$ cat config.mk
export PLATFORM = sky130hd
export DESIGN_NAME = dds_cfg_ctrl_flat
export DESIGN_NICKNAME = d
export VERILOG_FILES = /design/src/rtl/dds_cfg_ctrl_if.sv /design/src/rtl/dds_cfg_ctrl.sv /design/src/flat_wrapper.sv
export SDC_FILE = /design/constraint.sdc
export NUM_CORES = 1
export LEC_CHECK = 0
export ABC_AREA = 1
export CORE_AREA = 2 2 94 96
export CTS_BUF_LIST = sky130_fd_sc_hd__clkbuf_4
export DETAILED_ROUTE_END_ITERATION = 12
export DIE_AREA = 0 0 96 98
export PLACE_DENSITY = 0.72
export SLEW_MARGIN = 20
export SYNTH_ARGS = -nofsm -noshare
export SYNTH_HDL_FRONTEND = slang
export SYNTH_SLANG_ARGS = --single-unit
$ cat constraint.sdc
create_clock -name clk -period 2.6 [get_ports clk]
set_clock_uncertainty 0.2 [all_clocks]
set_input_delay 0.52 -clock clk [delete_from_list [all_inputs] [get_ports clk]]
set_output_delay 0.52 -clock clk [all_outputs]
set_load 0.03 [all_outputs]
$ cat src/rtl/dds_cfg_ctrl_if.sv
// Write/commit handshake bundle between the parameter source and dds_cfg_ctrl.
// master = parameter source, slave = configuration controller.
interface dds_cfg_ctrl_if;
    logic       cfg_valid;
    logic       cfg_ready;
    logic       cfg_ch;
    logic       cfg_wave;
    logic [7:0] cfg_freq;
    logic [5:0] cfg_phase;
    logic       commit;
    logic       cfg_err;
    logic       commit_drop;

    modport master (
        output cfg_valid,
        output cfg_ch,
        output cfg_wave,
        output cfg_freq,
        output cfg_phase,
        output commit,
        input  cfg_ready,
        input  cfg_err,
        input  commit_drop
    );

    modport slave (
        input  cfg_valid,
        input  cfg_ch,
        input  cfg_wave,
        input  cfg_freq,
        input  cfg_phase,
        input  commit,
        output cfg_ready,
        output cfg_err,
        output commit_drop
    );
endinterface

$ cat src/rtl/dds_cfg_ctrl.sv
// Dual-channel DDS configuration controller: shadowed writes, atomic apply, settle lockout.
// Define DDS_CFG_AUTO_COMMIT_EN to make every good write commit itself.
module dds_cfg_ctrl #(
    parameter int unsigned SETTLE_CYC = 2000,
    parameter logic [7:0]  FREQ_RST   = 8'd1
) (
    input  logic           clk,
    input  logic           rst,
    dds_cfg_ctrl_if.slave  cfg,
    output logic           busy,
    output logic           upd_strobe,
    output logic           wave_select1,
    output logic           wave_select2,
    output logic [7:0]     freq_select1,
    output logic [7:0]     freq_select2,
    output logic [5:0]     phase_select1,
    output logic [5:0]     phase_select2
);

    localparam int unsigned    CntW    = $clog2(SETTLE_CYC + 1);
    localparam logic [CntW-1:0] CntLoad = CntW'(SETTLE_CYC - 1);

`ifdef DDS_CFG_AUTO_COMMIT_EN
    localparam bit AutoCommit = 1'b1;
`else
    localparam bit AutoCommit = 1'b0;
`endif

    typedef enum logic [1:0] {StIdle, StApply, StSettle} state_e;

    state_e               state_q, state_d;
    logic [1:0]           dirty_q, dirty_d;
    logic [CntW-1:0]      cnt_q, cnt_d;
    logic [1:0]           sh_wave_q, sh_wave_d;
    logic [1:0][7:0]      sh_freq_q, sh_freq_d;
    logic [1:0][5:0]      sh_phase_q, sh_phase_d;
    logic [1:0]           act_wave_q, act_wave_d;
    logic [1:0][7:0]      act_freq_q, act_freq_d;
    logic [1:0][5:0]      act_phase_q, act_phase_d;
    logic                 cfg_err_q, cfg_err_d;
    logic                 commit_drop_q, commit_drop_d;
    logic                 upd_strobe_q, upd_strobe_d;

    logic wr_acc;
    logic wr_ok;
    logic commit_req;

    assign wr_acc     = cfg.cfg_valid & (state_q == StIdle);
    assign wr_ok      = wr_acc & (cfg.cfg_freq != 8'd0);
    assign commit_req = cfg.commit | (AutoCommit & wr_ok);

    always_comb begin
        state_d       = state_q;
        dirty_d       = dirty_q;
        cnt_d         = cnt_q;
        sh_wave_d     = sh_wave_q;
        sh_freq_d     = sh_freq_q;
        sh_phase_d    = sh_phase_q;
        act_wave_d    = act_wave_q;
        act_freq_d    = act_freq_q;
        act_phase_d   = act_phase_q;
        cfg_err_d     = 1'b0;
        commit_drop_d = 1'b0;
        upd_strobe_d  = 1'b0;

        unique case (state_q)
            StIdle: begin
                if (wr_ok) begin
                    sh_wave_d[cfg.cfg_ch]  = cfg.cfg_wave;
                    sh_freq_d[cfg.cfg_ch]  = cfg.cfg_freq;
                    sh_phase_d[cfg.cfg_ch] = cfg.cfg_phase;
                    dirty_d[cfg.cfg_ch]    = 1'b1;
                end else if (wr_acc) begin
                    cfg_err_d = 1'b1;
                end
                // dirty_d already includes this cycle's write, so write+commit applies together.
                if (commit_req && (dirty_d != 2'b00)) begin
                    state_d = StApply;
                end
            end
            StApply: begin
                for (int i = 0; i < 2; i++) begin
                    if (dirty_q[i]) begin
                        act_wave_d[i]  = sh_wave_q[i];
                        act_freq_d[i]  = sh_freq_q[i];
                        act_phase_d[i] = sh_phase_q[i];
                    end
                end
                dirty_d       = 2'b00;
                cnt_d         = CntLoad;
                upd_strobe_d  = 1'b1;
                commit_drop_d = cfg.commit;
                state_d       = StSettle;
            end
            StSettle: begin
                commit_drop_d = cfg.commit;
                if (cnt_q == '0) begin
                    state_d = StIdle;
                end else begin
                    cnt_d = cnt_q - CntW'(1);
                end
            end
            default: state_d = StIdle;
        endcase
    end

    always_ff @(posedge clk or posedge rst) begin
        if (rst) begin
            state_q       <= StIdle;
            dirty_q       <= 2'b00;
            cnt_q         <= '0;
            sh_wave_q     <= 2'b00;
            sh_freq_q     <= {2{FREQ_RST}};
            sh_phase_q    <= '0;
            act_wave_q    <= 2'b00;
            act_freq_q    <= {2{FREQ_RST}};
            act_phase_q   <= '0;
            cfg_err_q     <= 1'b0;
            commit_drop_q <= 1'b0;
            upd_strobe_q  <= 1'b0;
        end else begin
            state_q       <= state_d;
            dirty_q       <= dirty_d;
            cnt_q         <= cnt_d;
            sh_wave_q     <= sh_wave_d;
            sh_freq_q     <= sh_freq_d;
            sh_phase_q    <= sh_phase_d;
            act_wave_q    <= act_wave_d;
            act_freq_q    <= act_freq_d;
            act_phase_q   <= act_phase_d;
            cfg_err_q     <= cfg_err_d;
            commit_drop_q <= commit_drop_d;
            upd_strobe_q  <= upd_strobe_d;
        end
    end

    assign cfg.cfg_ready   = (state_q == StIdle);
    assign cfg.cfg_err     = cfg_err_q;
    assign cfg.commit_drop = commit_drop_q;
    assign busy            = (state_q != StIdle);
    assign upd_strobe      = upd_strobe_q;
    assign wave_select1    = act_wave_q[0];
    assign wave_select2    = act_wave_q[1];
    assign freq_select1    = act_freq_q[0];
    assign freq_select2    = act_freq_q[1];
    assign phase_select1   = act_phase_q[0];
    assign phase_select2   = act_phase_q[1];

endmodule

$ cat src/flat_wrapper.sv
// flat-port wrapper written by rule: the top's interface ports become plain ports
module dds_cfg_ctrl_flat 
#(
    parameter int unsigned SETTLE_CYC = 2000,
    parameter logic [7:0]  FREQ_RST   = 8'd1
)
  (clk, rst, busy, upd_strobe, wave_select1, wave_select2, freq_select1, freq_select2, phase_select1, phase_select2, cfg_cfg_valid, cfg_cfg_ch, cfg_cfg_wave, cfg_cfg_freq, cfg_cfg_phase, cfg_commit, cfg_cfg_ready, cfg_cfg_err, cfg_commit_drop);
  dds_cfg_ctrl_if cfg_i ();
  input  logic clk;
  input  logic rst;
  output logic busy;
  output logic upd_strobe;
  output logic wave_select1;
  output logic wave_select2;
  output logic [7:0] freq_select1;
  output logic [7:0] freq_select2;
  output logic [5:0] phase_select1;
  output logic [5:0] phase_select2;
  input wire logic [$bits(cfg_i.cfg_valid)-1:0] cfg_cfg_valid;
  input wire logic [$bits(cfg_i.cfg_ch)-1:0] cfg_cfg_ch;
  input wire logic [$bits(cfg_i.cfg_wave)-1:0] cfg_cfg_wave;
  input wire logic [$bits(cfg_i.cfg_freq)-1:0] cfg_cfg_freq;
  input wire logic [$bits(cfg_i.cfg_phase)-1:0] cfg_cfg_phase;
  input wire logic [$bits(cfg_i.commit)-1:0] cfg_commit;
  output wire logic [$bits(cfg_i.cfg_ready)-1:0] cfg_cfg_ready;
  output wire logic [$bits(cfg_i.cfg_err)-1:0] cfg_cfg_err;
  output wire logic [$bits(cfg_i.commit_drop)-1:0] cfg_commit_drop;
  assign cfg_i.cfg_valid = cfg_cfg_valid;
  assign cfg_i.cfg_ch = cfg_cfg_ch;
  assign cfg_i.cfg_wave = cfg_cfg_wave;
  assign cfg_i.cfg_freq = cfg_cfg_freq;
  assign cfg_i.cfg_phase = cfg_cfg_phase;
  assign cfg_i.commit = cfg_commit;
  assign cfg_cfg_ready = cfg_i.cfg_ready;
  assign cfg_cfg_err = cfg_i.cfg_err;
  assign cfg_commit_drop = cfg_i.commit_drop;
  dds_cfg_ctrl #(.SETTLE_CYC(SETTLE_CYC), .FREQ_RST(FREQ_RST)) u_core (.clk(clk), .rst(rst), .cfg(cfg_i), .busy(busy), .upd_strobe(upd_strobe), .wave_select1(wave_select1), .wave_select2(wave_select2), .freq_select1(freq_select1), .freq_select2(freq_select2), .phase_select1(phase_select1), .phase_select2(phase_select2));
endmodule
==> results.yml, run 1 <==
setup_path:
  crit_fanout: 2
  path_cells: "clkdlybuf4s50_1"
  critPathCaptureType: "primary output"
  critPathLaunchType: "flip-flop"
  r2r_cells: 4
  cp_top_family: "buffers and inverters"
  critPathMaxStageDelay_ns: 0.67
  cp.depth: 1
  crit_required_ns: 1.88
  crit_slowest_cell: "clkdlybuf4s50_1"
  cp_num_buf_inv: 1
  arrival_ns: 1.63
  worstSetupPathType: "reg -> out"
detailed_routing:
  drtIter0Drc: 103
  wire_per_inst_um: 13.7
  first_pass_iters: 4
  drc: 0
  routed_wl_mm: 6.54
  vias: 2253
  ant_nets: 0
  vias_per_cell: 4.70
yosys:
  synth.avg_cell_area_um2: 10.7
  synth-seq-cells: 78
  synth_area_mm2: 0.00330
  ys_seq_area_frac: 0.594
  ys_types: 32
  yosys_warnings: 0
  syn_nets: 335
  synthCells: 309
floorplan:
  io_pins: 55
  start_util: 0.389
  die_area_mm2: 0.00941
  die_w_um: 96
  die_h_um: 98
  fp-row-count: 34
  coreArea_mm2: 0.00847
sta:
  fmax_mhz: 425
  setup_violations: 0
  hold_viol: 0
  slew_viol_final: 0
  rsz0062_at_grt: "false"
  post-route-period-util: 0.904
  period_minus_slack_ns: 2.35
  timing.hold.ws_ns: 0.295
  relSlewSlack: 0.729
  fin_setup_tns_ns: 0
  tightestPinTransition_ns: 0.406
global_route:
  grt_max_degree: 79
  grt_overflow: 0
  grt_use_met2: 0.242
  gr-max-usage-layer: "met2"
  antenna_found_initial: 0
  met3_usage: 0.0502
  grt_usage: 0.151
  grt_pass1_vias: 2268
  grt_first_pass_wirelength_mm: 10.8
  met1_usage: 0.194
clock_network:
  insertion_delay_ns: 0.42
  cts_tree: "yes"
  clockBufferDepth: 2
  cts_hold_buf: 0
  path_clk_slew_ns: 0.12
  cts_max_level: 3
  cts_root_buffer: "clkbuf_4"
  clock_sinks: 78
  numCtsBuffers: 9
placement:
  dpl_cell_area_mm2: 0.00392
  place.port_buffers: 54
  gp_congestion: 0.789
  dpl.hpwl_mm: 4.68
cells_and_area:
  area_growth_pct: 23.9
  final_nets: 392
  final_common_cell: "dfrtp_1"
  final_cell_mix: "74 x dfrtp_1, 62 x nand2_1, 52 x clkdlybuf4s50_1, 33 x inv_1, 30 x mux2_2"
  stdcell_area_mm2: 0.00408
  final_util: 0.482
  insertedDiodeCount: 0
  drive_gt1_frac: 0.181
run_status:
  outcome: "complete, no violations"
min_path:
  min_path_type: "reg -> reg"
  holdPathStages: 2
flow_run:
  cap_violations: 0
power_and_ir_drop:
  irDropWorstVdd_mv: 0.650
  total_leakage_power_nw: 1.91
  power_density_mw_per_mm2: 1170
-- logic make-up (layout without fill, tap and decap cells) --
logic type / count (synthesis) / count (layout) / synth area share
AND/OR/NAND/NOR: 108 / 108 / 0.148
buffers and inverters: 45 / 107 / 0.0656
adder cells (fa/ha/maj): 6 / 6 / 0.0228
AO/OA/AOI/OAI: 41 / 41 / 0.0653
flip-flops: 78 / 78 / 0.594
XOR/XNOR: 1 / 1 / 0.00266
multiplexers: 30 / 30 / 0.102
-- per-layer routing --
metal,share of wire,vias to the layer above,wire (um)
li1,-,1114,-
met1,0.44,1067,2910
met2,0.49,65,3180
met3,0.058,7,381
met4,0.011,0,73
met5,0,-,0
-- registers in the layout, summed over array words and instances, names as in the netlist --
| signal | count |
|---|---|
| u_core.upd_strobe | 1 |
| u_core.dirty_q | 2 |
| u_core.cfg.cfg_err | 1 |
| u_core.phase_select1 | 6 |
| u_core.freq_select1 | 8 |
| u_core.phase_select2 | 6 |
| u_core.state_q | 2 |
| u_core.freq_select2 | 8 |
| u_core.sh_wave_q | 2 |
| u_core.sh_freq_q | 16 |
| u_core.act_wave_q | 2 |
| u_core.sh_phase_q | 12 |
| u_core.cnt_q | 11 |
| u_core.cfg.commit_drop | 1 |
-- synthesized netlist by cell type (all sizes together) --
library cell,count,share of area
a21o,1,0.0023
nor2,19,0.026
dfrtp,74,0.56
nand3b,2,0.0046
inv,35,0.040
clkbuf,1,0.0015
buf,9,0.024
nor3,2,0.0046
mux2,30,0.10
xor2,1,0.0027
nand4,2,0.0038
a21oi,2,0.0030
dfstp,4,0.032
ha,6,0.023
or2,1,0.0027
o21ai,36,0.056
nand3,15,0.024
o211ai,1,0.0023
o22ai,1,0.0019
nand2,67,0.082
-- where the power goes --
| part | leakage, nW | total [mW] | switching (mW) | internal, mW |
|---|---|---|---|---|
| clock | 0.0836 | 0.838 | 0.430 | 0.407 |
| combinational | 0.875 | 1.93 | 1.10 | 0.831 |
| sequential | 0.948 | 2.00 | 0.273 | 1.73 |
| total | 1.91 | 4.77 | 1.80 | 2.96 |
-- worst paths after layout --
kind,to,slack (ns),start
min reg2reg,u_core.sh_freq_q[0]$_DFFE_PP1P_,0.29,u_core.sh_freq_q[0]$_DFFE_PP1P_
max in group asynchronous,u_core.freq_select1[0]$_DFFE_PP1P_,1.52,rst
max,freq_select2[0],0.25,u_core.freq_select2[0]$_DFFE_PP1P_
min,u_core.sh_freq_q[0]$_DFFE_PP1P_,0.29,u_core.sh_freq_q[0]$_DFFE_PP1P_
max reg2reg,u_core.phase_select1[4]$_DFFE_PP0P_,0.74,u_core.state_q[1]$_DFFE_PP0P_
min in group asynchronous,u_core.cnt_q[1]$_DFFE_PP0P_,0.33,rst
-- cell type report --
type                            count  area (um2)
Sequential cell                    78        1960
Multi-Input combinational cell    186        1120
Inverter                           35         135
Fill cell                         778        4380
Tap cell                          108         135
Clock buffer                       10        75.1
Clock inverter                      6        92.6
Timing Repair Buffer               56         566
-- per-stage QoR --
| stage | setup WS [ns] | std cells | power (mW) |
|---|---|---|---|
| 6_report | 0.249 | 479 | 4.77 |
| 2_1_floorplan | 0.690 | 309 | 3.29 |
| 5_1_grt | 0.171 | 479 | 5.09 |
| 3_5_place_dp | 0.411 | 463 | 4.00 |
| 3_3_place_gp | 0.443 | 463 | 3.94 |
| 4_1_cts | 0.217 | 479 | 4.82 |
-- repair_timing --
| action | 4_1_cts | 5_1_grt |
|---|---|---|
| setup endpoints to repair | 2 | 0 |
| buffers inserted | 0 | 0 |
| gates resized for setup | 2 | 0 |
Note: power is estimated with default switching activity, not from simulation.
==> run 2, diff against run 1 <==
--- a/config.mk
+++ b/config.mk
@@ -11,6 +11,7 @@
 export DETAILED_ROUTE_END_ITERATION = 12
 export DIE_AREA = 0 0 96 98
 export PLACE_DENSITY = 0.72
+export SKIP_CTS_REPAIR_TIMING = 1
 export SLEW_MARGIN = 20
 export SYNTH_ARGS = -nofsm -noshare
 export SYNTH_HDL_FRONTEND = slang
==> run 2 against run 1 <==
  * Setup slack worse by 0.00087 ns
  * Utilization is 0.089 points higher
  * Sequential share of layout area is 0.088 points lower
  * Combinational power hardly changed
  * Maximum frequency hardly changed
  * Wire length hardly changed
  * Largest cell class unchanged
==> results.yml, run 2 (synthesized netlist as in run 1, its figures left out) <==
run_status:
  outcome: "complete, no violations"
global_route:
  grt_pass1_vias: 2268
  grt_usage: 0.151
  grt_overflow: 0
  grt_max_degree: 79
  grt_first_pass_wirelength_mm: 10.8
  antenna_found_initial: 0
setup_path:
  r2r_cells: 6
  crit_fanout: 2
  r2r_setup_slack_ns: 0.74
  cp_num_buf_inv: 1
  r2r_start: "u_core.state_q[1]$_DFFE_PP0P_"
  worstSetupPathType: "reg -> out"
  critPathCaptureType: "primary output"
  r2r_end: "u_core.cnt_q[4]$_DFFE_PP0P_"
  path_cells: "clkdlybuf4s50_1"
  crit_required_ns: 1.88
  cp.depth: 1
  critPathLaunchType: "flip-flop"
  crit_slowest_cell: "clkdlybuf4s50_1"
  cp-endpoint: "freq_select2[0]"
  arrival_ns: 1.63
  cp_top_family: "buffers and inverters"
  critPathLaunch: "u_core.freq_select2[0]$_DFFE_PP1P_"
  critPathMaxStageDelay_ns: 0.67
cells_and_area:
  final_common_cell: "dfrtp_1"
  max_flop_register: "u_core.sh_freq_q"
  final_nets: 392
  top_regs: "u_core.sh_freq_q (16), u_core.sh_phase_q (12), u_core.cnt_q (11)"
  stdcell_area_mm2: 0.00409
  final_util: 0.483
  final_cell_mix: "74 x dfrtp_1, 62 x nand2_1, 52 x clkdlybuf4s50_1, 33 x inv_1, 30 x mux2_2"
  largest_register_ffs: 16
  drive_gt1_frac: 0.181
  area_growth_pct: 24.1
  insertedDiodeCount: 0
sta:
  fmax_mhz: 425
  hold_viol: 0
  slew_viol_final: 0
  setup_violations: 0
  post-route-period-util: 0.905
  relSlewSlack: 0.729
  tightestPinTransition_ns: 0.407
  rsz0062_at_grt: "false"
  period_minus_slack_ns: 2.35
power_and_ir_drop:
  total_leakage_power_nw: 1.92
  irDropWorstVdd_mv: 0.515
  power_density_mw_per_mm2: 1170
detailed_routing:
  vias: 2257
  drc: 0
  first_pass_iters: 4
  vias_per_cell: 4.71
  wire_per_inst_um: 13.7
  drtIter0Drc: 107
  ant_nets: 0
  routed_wl_mm: 6.54
clock_network:
  cts_tree: "yes"
  numCtsBuffers: 9
  cts_max_level: 3
  insertion_delay_ns: 0.42
  path_clk_slew_ns: 0.12
  clock_sinks: 78
  clockBufferDepth: 2
  cts_root_buffer: "clkbuf_4"
placement:
  gp_congestion: 0.789
  dpl_cell_area_mm2: 0.00392
  dpl.hpwl_mm: 4.68
  place.port_buffers: 54
floorplan:
  die_w_um: 96
  fp-row-count: 34
  io_pins: 55
  start_util: 0.389
  coreArea_mm2: 0.00847
  die_h_um: 98
  die_area_mm2: 0.00941
min_path:
  min_path_type: "reg -> reg"
flow_run:
  cap_violations: 0
-- run 2: power breakdown --
part	switching, mW	internal [mW]	leakage [nW]
Clock	0.430	0.407	0.0836
Sequential	0.273	1.73	0.948
Combinational	1.10	0.842	0.890
Total	1.80	2.97	1.92
-- run 2: area by class of cell --
cell class	count	area (um2)
fill	777	4370
sequential	78	1960
multi-input combinational	186	1120
timing repair buffer	56	573
inverter	35	135
tap	108	135
clock inverter	6	92.6
clock buffer	10	75.1
-- run 2: worst min path at each step --
stage                     cells after the start                                to                        startpoint  slack (ns)
after floorplan                               2   u_core.sh_freq_q[0]$_DFFE_PP1P_   u_core.sh_freq_q[0]$_DFFE_PP1P_        0.25
after global placement                        2  u_core.sh_freq_q[13]$_DFFE_PP0P_  u_core.sh_freq_q[13]$_DFFE_PP0P_        0.27
after detailed placement                      2  u_core.sh_freq_q[13]$_DFFE_PP0P_  u_core.sh_freq_q[13]$_DFFE_PP0P_        0.28
after CTS                                     2   u_core.sh_freq_q[0]$_DFFE_PP1P_   u_core.sh_freq_q[0]$_DFFE_PP1P_        0.30
after global routing                          2   u_core.sh_freq_q[8]$_DFFE_PP1P_   u_core.sh_freq_q[8]$_DFFE_PP1P_        0.32
final                                         2   u_core.sh_freq_q[0]$_DFFE_PP1P_   u_core.sh_freq_q[0]$_DFFE_PP1P_        0.29
-- run 2: stage by stage --
| step | hold slack [ns] | total power [mW] | setup slack, ns | std cells | TNS, ns |
|---|---|---|---|---|---|
| final | 0.295 | 4.78 | 0.248 | 479 | 0 |
| after global routing | 0.318 | 5.10 | 0.171 | 479 | 0 |
| after CTS | 0.295 | 4.84 | -0.0284 | 479 | -0.0498 |
| after global placement | 0.268 | 3.94 | 0.443 | 463 | 0 |
| after floorplan | 0.248 | 3.29 | 0.690 | 309 | 0 |
| after detailed placement | 0.275 | 4.00 | 0.411 | 463 | 0 |
-- run 2: per-layer routing --
| metal | vias to the layer above | GRT usage | routed length (um) |
|---|---|---|---|
| met1 | 1073 | 0.194 | 2880 |
| li1 | 1114 | - | - |
| met5 | - | 0 | 0 |
| met3 | 9 | 0.0502 | 372 |
| met2 | 61 | 0.242 | 3210 |
| met4 | 0 | 0.0429 | 80 |
==> run 3, diff against run 2 <==
--- a/config.mk
+++ b/config.mk
@@ -6,10 +6,10 @@
 export NUM_CORES = 1
 export LEC_CHECK = 0
 export ABC_AREA = 1
-export CORE_AREA = 2 2 94 96
+export CORE_AREA = 10 10 102 104
 export CTS_BUF_LIST = sky130_fd_sc_hd__clkbuf_4
 export DETAILED_ROUTE_END_ITERATION = 12
-export DIE_AREA = 0 0 96 98
+export DIE_AREA = 0 0 112 114
 export PLACE_DENSITY = 0.72
 export SKIP_CTS_REPAIR_TIMING = 1
 export SLEW_MARGIN = 20
==> run 3 against run 2 <==
  * Clock power down 29%
  * First-iteration DRC count up 42%
  * Combinational power about the same
  * Sequential share of layout area up 0.55 points
==> results.yml, run 3 (synthesized netlist as in run 1, its figures left out) <==
clock_network:
  insertion_delay_ns: 0.41
  path_clk_slew_ns: 0.11
  numCtsBuffers: 9
  clockBufferDepth: 2
  clock_sinks: 78
  cts_tree: "yes"
  cts_root_buffer: "clkbuf_4"
  cts_max_level: 3
setup_path:
  critPathLaunchType: "flip-flop"
  worstSetupPathType: "reg -> out"
  crit_slowest_cell: "clkdlybuf4s50_1"
  critPathCaptureType: "primary output"
  cp_num_buf_inv: 1
  critPathMaxStageDelay_ns: 0.67
  crit_fanout: 2
  path_cells: "clkdlybuf4s50_1"
  r2r_start: "u_core.state_q[1]$_DFFE_PP0P_"
  cp_top_family: "buffers and inverters"
  crit_required_ns: 1.88
  critPathLaunch: "u_core.freq_select1[0]$_DFFE_PP1P_"
  arrival_ns: 1.62
detailed_routing:
  vias: 2268
  first_pass_iters: 4
  routed_wl_mm: 6.88
  wire_per_inst_um: 14.3
  drtIter0Drc: 152
  drc: 0
  ant_nets: 0
  vias_per_cell: 4.73
floorplan:
  fp-row-count: 34
  io_pins: 55
  die_area_mm2: 0.0128
  coreArea_mm2: 0.00847
  die_h_um: 114
  start_util: 0.389
  die_w_um: 112
sta:
  setup_violations: 0
  relSlewSlack: 0.727
  fmax_mhz: 427
  slew_viol_final: 0
  rsz0062_at_grt: "false"
  period_minus_slack_ns: 2.34
  layout_setup_ws_ns: 0.256
  post-route-period-util: 0.901
  tightestPinTransition_ns: 0.408
  fin_setup_tns_ns: 0
  hold_viol: 0
cells_and_area:
  final_cell_mix: "74 x dfrtp_1, 62 x nand2_1, 52 x clkdlybuf4s50_1, 33 x inv_1, 30 x mux2_2"
  max_flop_register: "u_core.sh_freq_q"
  top_regs: "u_core.sh_freq_q (16), u_core.sh_phase_q (12), u_core.cnt_q (11)"
  final_common_cell: "dfrtp_1"
  seqCellArea_mm2: 0.00196
  stdcell_area_mm2: 0.00405
  nFillCells: 816
  final_nets: 394
  multiInputGateArea_mm2: 0.00112
  area_growth_pct: 22.7
  insertedDiodeCount: 0
  largest_register_ffs: 16
  drive_gt1_frac: 0.180
placement:
  place.port_buffers: 54
  dpl.hpwl_mm: 5.20
  dpl_cell_area_mm2: 0.00393
  dpl_worst_slack_ns: 0.424
  gp_congestion: 0.776
flow_run:
  cap_violations: 0
global_route:
  grt_max_degree: 52
  grt_first_pass_wirelength_mm: 11.4
  grt_pass1_vias: 2345
  antenna_found_initial: 0
  grt_overflow: 0
  grt_usage: 0.111
power_and_ir_drop:
  power_density_mw_per_mm2: 1130
  total_power_mw: 4.56
  irDropWorstVdd_mv: 0.573
  total_leakage_power_nw: 1.91
run_status:
  outcome: "complete, no violations"
min_path:
  min_path_type: "in -> async"
[run 3: changes by cell type in the layout (fill, tap and decap cells not counted)]
cell        previous run  this run
clkinv_2               0         2
clkinv_1               0         1
buf_4                  1         3
inv_6                  2         1
clkinv_4               0         1
clkinvlp_4             3         2
bufinv_16              2         0
clkbuf_4              10         9
[run 3: final cells by class]
| class | instances | share of cell area |
|---|---|---|
| Inverter | 35 | 0.0334 |
| Tap cell | 108 | 0.0334 |
| Timing Repair Buffer | 58 | 0.145 |
| Multi-Input combinational cell | 186 | 0.278 |
| Clock buffer | 9 | 0.0167 |
| Sequential cell | 78 | 0.484 |
| Clock inverter | 6 | 0.00959 |
[run 3: layer usage]
| layer | routed length, um | global-route usage |
|---|---|---|
| met2 | 3310 | 0.184 |
| met5 | 0 | 0 |
| met3 | 459 | 0.0430 |
| met4 | 100 | 0.0431 |
| met1 | 3010 | 0.127 |
[run 3: path summary, 6_finish.rpt]
| check | endpoint | slack [ns] | depth (start not counted) |
|---|---|---|---|
| min in group clk | u_core.sh_freq_q[9]$_DFFE_PP0P_ | 0.30 | 2 |
| worst min register to register | u_core.sh_freq_q[9]$_DFFE_PP0P_ | 0.30 | 2 |
| max in group asynchronous | u_core.freq_select1[0]$_DFFE_PP1P_ | 1.35 | 3 |
| worst max register to register | u_core.cnt_q[4]$_DFFE_PP0P_ | 0.70 | 6 |
| worst max-delay path | freq_select1[0] | 0.26 | 1 |
| worst min-delay path | u_core.upd_strobe$_DFF_PP0_ | 0.24 | 2 |
[run 3: power breakdown]
group	internal, mW	switching [mW]
logic	0.845	1.12
registers	1.73	0.275
clock network	0.190	0.403
[run 3: stage by stage]
| stage | utilization | hold WS [ns] | std cells |
|---|---|---|---|
| 6_report | 0.478 | 0.239 | 480 |
| 2_1_floorplan | - | 0.248 | 309 |
| 4_1_cts | 0.477 | 0.224 | 480 |
| 5_1_grt | 0.478 | 0.253 | 480 |
| 3_3_place_gp | 0.465 | 0.264 | 465 |
| 3_5_place_dp | 0.465 | 0.273 | 465 |
[run 3: worst register-to-register path, cell delays in order, from the launching register on]
cell and delay [ns]:
dfrtp_1 0.41, inv_1 0.12, ha_1 0.38, nand2_1 0.31, nand2_1 0.25, nand4_1 0.11
nand2_1 0.07
